## config.mk

```make
export PLATFORM = sky130hd
export DESIGN_NAME = vga_sync_rx
export DESIGN_NICKNAME = d
export VERILOG_FILES = /design/src/rtl/vga_sync_rx.sv
export SDC_FILE = /design/constraint.sdc
export NUM_CORES = 1
export LEC_CHECK = 0
export ABC_CLOCK_PERIOD_IN_PS = 3700
export CAP_MARGIN = 20
export CORE_ASPECT_RATIO = 1.1
export CORE_MARGIN = 2
export CORE_UTILIZATION = 49
export CTS_CLUSTER_SIZE = 24
export DETAILED_ROUTE_END_ITERATION = 10
export PLACE_DENSITY = 0.77
export SKIP_LAST_GASP = 1
export SLEW_MARGIN = 20
export SYNTH_ARGS = -nofsm -noshare
export SYNTH_HDL_FRONTEND = slang
export SYNTH_SLANG_ARGS = --single-unit
```

## constraint.sdc

```tcl
create_clock -name vga_clk -period 3.7 [get_ports vga_clk]
set_input_delay 0.555 -clock vga_clk [delete_from_list [all_inputs] [get_ports vga_clk]]
set_output_delay 0.555 -clock vga_clk [all_outputs]
set_load 0.02 [all_outputs]
```

## src/rtl/vga_sync_rx.sv

```systemverilog
// vga_sync_rx: checks incoming VGA sync timing, locks after LOCK_FRAMES good frames and
// recovers active-area pixel coordinates/data. Define VGA_RX_MEAS_EN for period measurement outputs.
module vga_sync_rx #(
  parameter int H_TOTAL     = 800,
  parameter int V_TOTAL     = 525,
  parameter int H_START     = 144,
  parameter int V_START     = 35,
  parameter int H_VALID     = 640,
  parameter int V_VALID     = 480,
  parameter int LOCK_FRAMES = 2
) (
  input  logic        vga_clk,
  input  logic        rst_n,
  input  logic        hsync,
  input  logic        vsync,
  input  logic [15:0] rgb_data,
  output logic        pix_valid,
  output logic [9:0]  pix_x,
  output logic [9:0]  pix_y,
  output logic [15:0] pix_data,
  output logic        frame_start,
  output logic        locked,
  output logic        err_pulse,
  output logic [10:0] h_total_meas,
  output logic [10:0] v_total_meas
);

  typedef enum logic [1:0] {
    ST_UNLOCKED,
    ST_CHECK,
    ST_LOCKED
  } state_e;

  localparam int GW = $clog2(LOCK_FRAMES + 1);

  logic        hs_s1_q, hs_s2_q, vs_s1_q, vs_s2_q;
  logic [15:0] rgb_q;
  logic        hs_rise, vs_rise;
  logic [10:0] hcnt_q, hcnt_d, h_pos;
  logic [10:0] line_q, line_d;
  logic        line_bad, h_timeout, vs_bad, any_bad;

  state_e          state_q;
  logic [GW-1:0]   good_q, good_inc;
  logic            frame_bad_q;
  logic            locked_q, err_q;

  logic        pix_valid_d, frame_start_d;
  logic [9:0]  pix_x_d, pix_y_d;
  logic        pix_valid_q, frame_start_q;
  logic [9:0]  pix_x_q, pix_y_q;
  logic [15:0] pix_data_q;

  // NOTE: sequential state uses non-blocking assignments so every register samples pre-edge values.
  always_ff @(posedge vga_clk or negedge rst_n) begin
    if (!rst_n) begin
      hs_s1_q <= 1'b0;
      hs_s2_q <= 1'b0;
      vs_s1_q <= 1'b0;
      vs_s2_q <= 1'b0;
      rgb_q   <= '0;
    end else begin
      hs_s1_q <= hsync;
      hs_s2_q <= hs_s1_q;
      vs_s1_q <= vsync;
      vs_s2_q <= vs_s1_q;
      rgb_q   <= rgb_data;
    end
  end

  // NOTE: every always_comb output gets a default first so no latch is inferred.
  always_comb begin
    hs_rise = hs_s1_q & ~hs_s2_q;
    vs_rise = vs_s1_q & ~vs_s2_q;
    h_pos   = hs_rise ? 11'd0 : hcnt_q;
    hcnt_d  = (h_pos == 11'h7FF) ? h_pos : h_pos + 11'd1;
    line_d  = line_q;
    if (hs_rise) begin
      if (vs_rise)                 line_d = 11'd0;
      else if (line_q != 11'h7FF)  line_d = line_q + 11'd1;
    end
    // hcnt_q equals the distance from the previous hs_rise, i.e. the line period.
    line_bad  = hs_rise & (hcnt_q != 11'(H_TOTAL));
    h_timeout = ~hs_rise & (hcnt_q == 11'(H_TOTAL));
    vs_bad    = vs_rise & (~hs_rise | (line_q != 11'(V_TOTAL - 1)));
    any_bad   = line_bad | h_timeout | vs_bad;
    good_inc  = good_q + GW'(1);
  end

  always_ff @(posedge vga_clk or negedge rst_n) begin
    if (!rst_n) begin
      hcnt_q <= '0;
      line_q <= '0;
    end else begin
      hcnt_q <= hcnt_d;
      line_q <= line_d;
    end
  end

  always_ff @(posedge vga_clk or negedge rst_n) begin
    if (!rst_n) begin
      state_q     <= ST_UNLOCKED;
      good_q      <= '0;
      frame_bad_q <= 1'b0;
      locked_q    <= 1'b0;
      err_q       <= 1'b0;
    end else begin
      err_q <= 1'b0;
      case (state_q)
        ST_UNLOCKED: begin
          if (vs_rise) begin
            state_q     <= ST_CHECK;
            good_q      <= '0;
            frame_bad_q <= 1'b0;
          end
        end
        ST_CHECK: begin
          if (vs_rise) begin
            frame_bad_q <= 1'b0;
            if (frame_bad_q | any_bad) begin
              good_q <= '0;
            end else if (good_inc == GW'(LOCK_FRAMES)) begin
              good_q   <= '0;
              state_q  <= ST_LOCKED;
              locked_q <= 1'b1;
            end else begin
              good_q <= good_inc;
            end
          end else begin
            frame_bad_q <= frame_bad_q | any_bad;
          end
        end
        ST_LOCKED: begin
          if (any_bad) begin
            state_q  <= ST_UNLOCKED;
            locked_q <= 1'b0;
            err_q    <= 1'b1;
          end
        end
        default: begin
          state_q  <= ST_UNLOCKED;
          locked_q <= 1'b0;
        end
      endcase
    end
  end

  always_comb begin
    pix_valid_d = (state_q == ST_LOCKED)
                & (h_pos >= 11'(H_START)) & (h_pos < 11'(H_START + H_VALID))
                & (line_d >= 11'(V_START)) & (line_d < 11'(V_START + V_VALID));
    pix_x_d       = pix_valid_d ? 10'(h_pos - 11'(H_START)) : 10'h3FF;
    pix_y_d       = pix_valid_d ? 10'(line_d - 11'(V_START)) : 10'h3FF;
    frame_start_d = pix_valid_d & (pix_x_d == 10'd0) & (pix_y_d == 10'd0);
  end

  always_ff @(posedge vga_clk or negedge rst_n) begin
    if (!rst_n) begin
      pix_valid_q   <= 1'b0;
      pix_x_q       <= 10'h3FF;
      pix_y_q       <= 10'h3FF;
      pix_data_q    <= '0;
      frame_start_q <= 1'b0;
    end else begin
      pix_valid_q   <= pix_valid_d;
      pix_x_q       <= pix_x_d;
      pix_y_q       <= pix_y_d;
      pix_data_q    <= pix_valid_d ? rgb_q : 16'd0;
      frame_start_q <= frame_start_d;
    end
  end

  assign pix_valid   = pix_valid_q;
  assign pix_x       = pix_x_q;
  assign pix_y       = pix_y_q;
  assign pix_data    = pix_data_q;
  assign frame_start = frame_start_q;
  assign locked      = locked_q;
  assign err_pulse   = err_q;

`ifdef VGA_RX_MEAS_EN
  logic [10:0] h_meas_q, v_meas_q;

  // Measurements run in every lock state so a mis-timed source can be diagnosed.
  always_ff @(posedge vga_clk or negedge rst_n) begin
    if (!rst_n) begin
      h_meas_q <= '0;
      v_meas_q <= '0;
    end else begin
      if (hs_rise) h_meas_q <= hcnt_q;
      if (vs_rise) v_meas_q <= line_q + 11'd1;
    end
  end

  assign h_total_meas = h_meas_q;
  assign v_total_meas = v_meas_q;
`else
  assign h_total_meas = 11'd0;
  assign v_total_meas = 11'd0;
`endif

endmodule

```

## Word-level counts from Yosys, hierarchy flattened

Index checks and enable logic that the tools add are counted.

- Flip-flop bits (word level): 87
- Input bits: 20
- Output and inout bits: 62
- Logic and storage cells: 95

- $add $sub $neg: 5
- Order comparisons: 4
- Equality and inequality tests: 13
- Muxes and demuxes: 29
- Bitwise logic cells: 19
- Reductions and logical operators: 8

Operators by type and width:

| operator | number |
|---|---|
| 11-bit 2-to-1 mux | 5 |
| 11-bit by 1-bit adder with 11-bit output (second input constant) | 2 |
| 11-bit by 10-bit less-than comparator with 1-bit output (second input constant) | 2 |
| 11-bit by 10-bit inequality test with 1-bit output (second input constant) | 2 |
| 10-bit zero test | 2 |
| 10-bit 2-to-1 mux | 2 |
| 2-bit 2-to-1 mux | 9 |
| 16-bit 2-to-1 mux | 1 |
| 1-bit AND | 11 |
| 11-bit by 10-bit equality test with 1-bit output (second input constant) | 1 |
| 11-bit equality test (second input constant) | 1 |
| 11-bit by 6-bit >= comparator with 1-bit output (second input constant) | 1 |
| 11-bit by 8-bit >= comparator with 1-bit output (second input constant) | 1 |
| 11-bit inequality test (second input constant) | 1 |
| 2-bit inequality test (second input constant) | 5 |
| 5-bit AND reduction | 2 |
| 10-bit by 6-bit subtractor with 10-bit output (second input constant) | 1 |
| 10-bit by 8-bit subtractor with 10-bit output (second input constant) | 1 |
| 1-bit 2-to-1 mux | 8 |
| 2-bit one-hot mux with 3 select lines | 1 |
| 2-bit equality test (second input constant) | 2 |
| 1-bit inverter | 4 |
| 1-bit bitwise OR | 4 |
| 2-bit one-hot mux with 2 select lines | 1 |
| 8 further kinds | 8 |

## Longest topological paths before layout

- Depth in word-level cells: 12
- Depth in mapped cells: 13
- Gate-level depth less buffers: 12

## Least setup slack after synthesis

Ideal clock, no wire load.

- Path type: register to register
- Start: register line_q[0]
- End: register frame_start_q, in the netlist frame_start
- Library setup time: 95 ps
- Arrival: 2,955 ps
- Required time: 3,605 ps
- Slack: 650 ps
- Cell stages (with the launch flop): 14
- Buffers on the path: 1
- Period minus slack after synthesis: 3,050 ps
- Cells stage by stage: dfrtp_1 -> ha_1 -> nand4_1 -> or3_1 -> buf_4 -> o21ai_0 -> nand2_1 -> nand2_1 -> ha_1 -> nor4b_1 -> o2111ai_1 -> a2111oi_0 -> o221ai_1 -> nor4b_2

- Cells in the longest elaborated chain, start to end: 11
- Elaborated cells on any way between the ends: 16
- Classes of those cells: 2 x add/sub; 2 x order compare; 1 x eq/ne; 5 x mux; 4 x bitwise; 2 x reduce/logical

RTL lines:

| item | line | RTL |
|---|---|---|
| from (decl) | 40 | `logic [10:0] line_q, line_d;` |
| from (signal assigned) | 96 | `line_q <= line_d;` |
| 11-bit by 1-bit adder with 11-bit output / 11-bit inequality test (equally long branches) | 80 | `else if (line_q != 11'h7FF) line_d = line_q + 11'd1;` |
| 11-bit 2-to-1 mux | 80 |  |
| 11-bit 2-to-1 mux | 79 | `if (vs_rise) line_d = 11'd0;` |
| 11-bit 2-to-1 mux (*) | 78 | `if (hs_rise) begin` |
| via line_d[0] | 40 |  |
| 11-bit by 6-bit >= comparator with 1-bit output | 151 | `& (line_d >= 11'(V_START)) & (line_d < 11'(V_START + V_VALID));` |
| 1-bit AND (2 in series) | 151 |  |
| 10-bit 2-to-1 mux | 152 | `pix_x_d = pix_valid_d ? 10'(h_pos - 11'(H_START)) : 10'h3FF;` |
| 10-bit zero test | 154 | `frame_start_d = pix_valid_d & (pix_x_d == 10'd0) & (pix_y_d == 10'd0);` |
| 1-bit AND | 154 |  |
| 1-bit AND (*) | 154 |  |
| via frame_start_d | 48 | `logic pix_valid_d, frame_start_d;` |
| to (signal assigned) | 169 | `frame_start_q <= frame_start_d;` |
| to (decl) | 50 | `logic pix_valid_q, frame_start_q;` |

Mark *: on every way through the listed nets, which the timed path passes. The rest lies on a longest branch.
A chain may end at the register's enable or synchronous reset.

## Worst setup path after layout

Ends and elaborated chain as after synthesis.

==> out/metrics.yaml <==
outcome:
  status: "finished clean"
floorplan:
  die_h_um: 99.6
  core_um2: 8000
  dieArea_um2: 9050
  num_rows: 34
  io_pins: 82
  die_x_um: 90.9
  start_util_pct: 50.9
worst_setup_path:
  path_depth: 12
  cp_num_buf_inv: 1
  crit_arrival_ns: 3.74
  end_kind: "flop"
  critical_path.top_delay_family: "simple AND/OR/NAND/NOR gates"
  worst-setup-path-type: "reg -> reg"
  required_ns: 3.96
  crit_fanout: 6
  crit_path_frequent_cell: "ha_1"
  cpPeakStageDelay_ns: 0.44
  cp_slowest_cell: "dfrtp_1"
  crit_chain: "ha_1, nand4_1, or3_4, buf_4, nand3_1, nand2_1, ha_1, nor4b_1, o2111ai_1, a2111oi_2, o221ai_1, nor4b_2"
  r2r_cells: 12
  start_kind: "flop"
yosys:
  yosysSeqAreaShare_pct: 54.1
  ys_top_cells_by_area: "dfrtp_1 41%, dfstp_2 13%, buf_4 4.4%, and2_1 3.1%, nand2_1 3.0%"
  synth_edf_count: 0
  synth_area_um2: 4070
  yosys.area.top_type: "dfrtp_1"
  avgSynthCellArea_um2: 11.2
  ys_warn_count: 0
  synth_seq_cells: 87
  synth-main-ff-cell: "dfrtp_1"
  synth_cells: 365
  synthArstFlopShare_pct: 100
  synth_top_area_share_pct: 41.2
  synthDistinctLibCells: 68
layout:
  layout_commonest_cell: "dfrtp_1"
  final_cell_mix: "67 x dfrtp_1, 58 x clkdlybuf4s50_1, 33 x nand2_1, 22 x conb_1"
  diodes: 0
  nets: 455
  syn_to_final_growth_pct: 20.1
  final_cells: 540
  utilization_pct: 61.1
  drive_gt1_share_pct: 14.6
pwr:
  peakVddDrop_v: 0.000193
  p_clk_share_pct: 32.3
  switching_share_pct: 30.1
  p_int_w: 0.00138
  leakagePower_nw: 2.12
  power_frac_comb_pct: 14.4
  p_switching_w: 0.000595
  powerDensity_nw_per_um2: 404
  sequentialPowerShare_pct: 53.2
global_route:
  antenna_found_initial: 0
  grt_overflow: 0
  grt_max_degree: 88
  grt_pass1_vias: 2795
  grt_pass1_wl_um: 13500
  grt_usage_pct: 18.8
cts:
  worstSkewPairLatency_ns: 0.36
  cts_buffers: 9
  cts-root-buf: "clkbuf_8"
  clk_pin_slew_ns: 0.09
  clkSinkCount: 87
  cts_tree: "built"
  ctsHtreeMaxLevel: 3
  clockBufferDepth: 2
placed_design:
  dp_cells: 524
  numPortBuffers: 59
  dp_slack_ns: 0.0789
  dpl.hpwl_um: 6010
  place.gp.congestion: 0.960
timing:
  fmax_mhz: 288
  whs_ns: 0.243
  setup_viol: 0
  rsz0062_at_grt: "no"
  finalSetupTns_ns: 0
  tightest_slew_ns: 0.731
  fin_crit_ns: 3.48
  fin_ws_ns: 0.223
  max_slew_margin_pct: 51.2
  post-route-period-util_pct: 94.0
  hold_viol: 0
  skew_ns: 0.00993
  slew_violations: 0
routing:
  routed_wl_um: 8340
  drt-initial-drc-count: 199
  drt-vias-per-instance: 5.43
  dr_total_vias: 2932
  wl_per_cell_um: 15.5
  drcViolationCount: 0
  first_pass_iters: 5
  ant_nets: 0
hold_path:
  hold_path_class: "in -> async"
flow_run:
  drv_cap: 0
-- metal layers --
metal  global-route usage [%]  vias up  wire length, um
met5                        0        -                0
li1                         -     1358                -
met2                     31.5      125             4210
met3                     3.11       22              444
met1                     24.1     1427             3490
met4                     8.86        0              206
-- worst reg2reg max path: cells and delay by family, from the launching register on --
family | cells | cell delay, ns
simple gates | 6 | 1.44
compound gates | 3 | 0.73
fa+ha+maj | 2 | 0.59
flops | 1 | 0.44
buf+inv | 1 | 0.17
-- flip-flops by register name, indices dropped and copies added (netlist names) --
register and flops:
hs_s2_q 1, locked 1, hcnt_q 11, rgb_q 16, line_q 11, good_q 2, pix_y 10, vs_s2_q 1
state_q 2, pix_valid 1, err_pulse 1, frame_bad_q 1, vs_s1_q 1, hs_s1_q 1, pix_x 10, frame_start 1
pix_data 16
-- Yosys cell counts (4+ instances only) --
| library cell | instances |
|---|---|
| inv_1 | 14 |
| xnor2_1 | 9 |
| nor2_1 | 16 |
| nor4b_1 | 5 |
| o21ai_0 | 13 |
| nor3_1 | 11 |
| and2_1 | 20 |
| dfstp_2 | 20 |
| a31oi_1 | 4 |
| dfrtp_1 | 67 |
| nand2b_1 | 7 |
| ha_1 | 8 |
| nand3_1 | 4 |
| nand4_1 | 7 |
| xor2_1 | 7 |
| buf_4 | 24 |
| nand2_1 | 33 |
| a21oi_1 | 8 |
| clkbuf_1 | 6 |
-- power by group through the flow --
stage          Sequential (W)  Combinational (W)  Clock [W]
4_1_cts               0.00105           0.000283   0.000657
3_5_place_dp          0.00107           0.000281          0
3_3_place_gp          0.00106           0.000274          0
6_report              0.00105           0.000285   0.000639
2_1_floorplan         0.00106           0.000205          0
5_1_grt               0.00106           0.000315   0.000692
-- cells by family (layout without fill, tap and decap cells) --
family / after synthesis / count (layout) / share of synthesized area, %
AND/OR/NAND/NOR: 138 / 138 / 19.9
flip-flops: 87 / 87 / 54.1
AO/OA/AOI/OAI: 63 / 63 / 12.0
buffers and inverters: 50 / 96 / 7.25
XOR/XNOR: 16 / 16 / 3.44
adder cells (fa/ha/maj): 8 / 8 / 2.46
multiplexers: 2 / 2 / 0.830
other: 1 / 22 / 0.0921
-- stage by stage --
| step | instance area, um^2 | total power, W |
|---|---|---|
| floorplan | 4150 | 0.00126 |
| global placement | 4680 | 0.00134 |
| detailed placement | 4680 | 0.00135 |
| CTS | 4870 | 0.00199 |
| global route | 4890 | 0.00207 |
| finish | 4890 | 0.00198 |
-- layout make-up --
cell class                 instances  area [um^2]
clock buffer                       9          124
clock inverter                     7         72.6
fill                             679         3110
inverter                          15         56.3
multi-input combinational        249         1660
sequential                        87         2200
tap                              108          135
timing repair buffer              65          637
-- timing repair --
item                                    CTS  global route
hold buffers                              0             0
resized for setup                         0             4
buffers inserted                          0             0
endpoints found under the setup margin    0             1
-- worst paths after layout --
path | end | from | slack, ns
max | frame_start$_DFF_PN0_ | line_q[0]$_DFF_PN0_ | 0.22
min | line_q[0]$_DFF_PN0_ | rst_n | 0.24
max reg2reg | frame_start$_DFF_PN0_ | line_q[0]$_DFF_PN0_ | 0.22
min reg2reg | pix_data[3]$_DFF_PN0_ | rgb_q[3]$_DFF_PN0_ | 0.46
max in group asynchronous | hcnt_q[5]$_DFF_PN0_ | rst_n | 2.98
min in group vga_clk | pix_data[3]$_DFF_PN0_ | rgb_q[3]$_DFF_PN0_ | 0.46
Note: power is estimated with default switching activity, not from simulation.
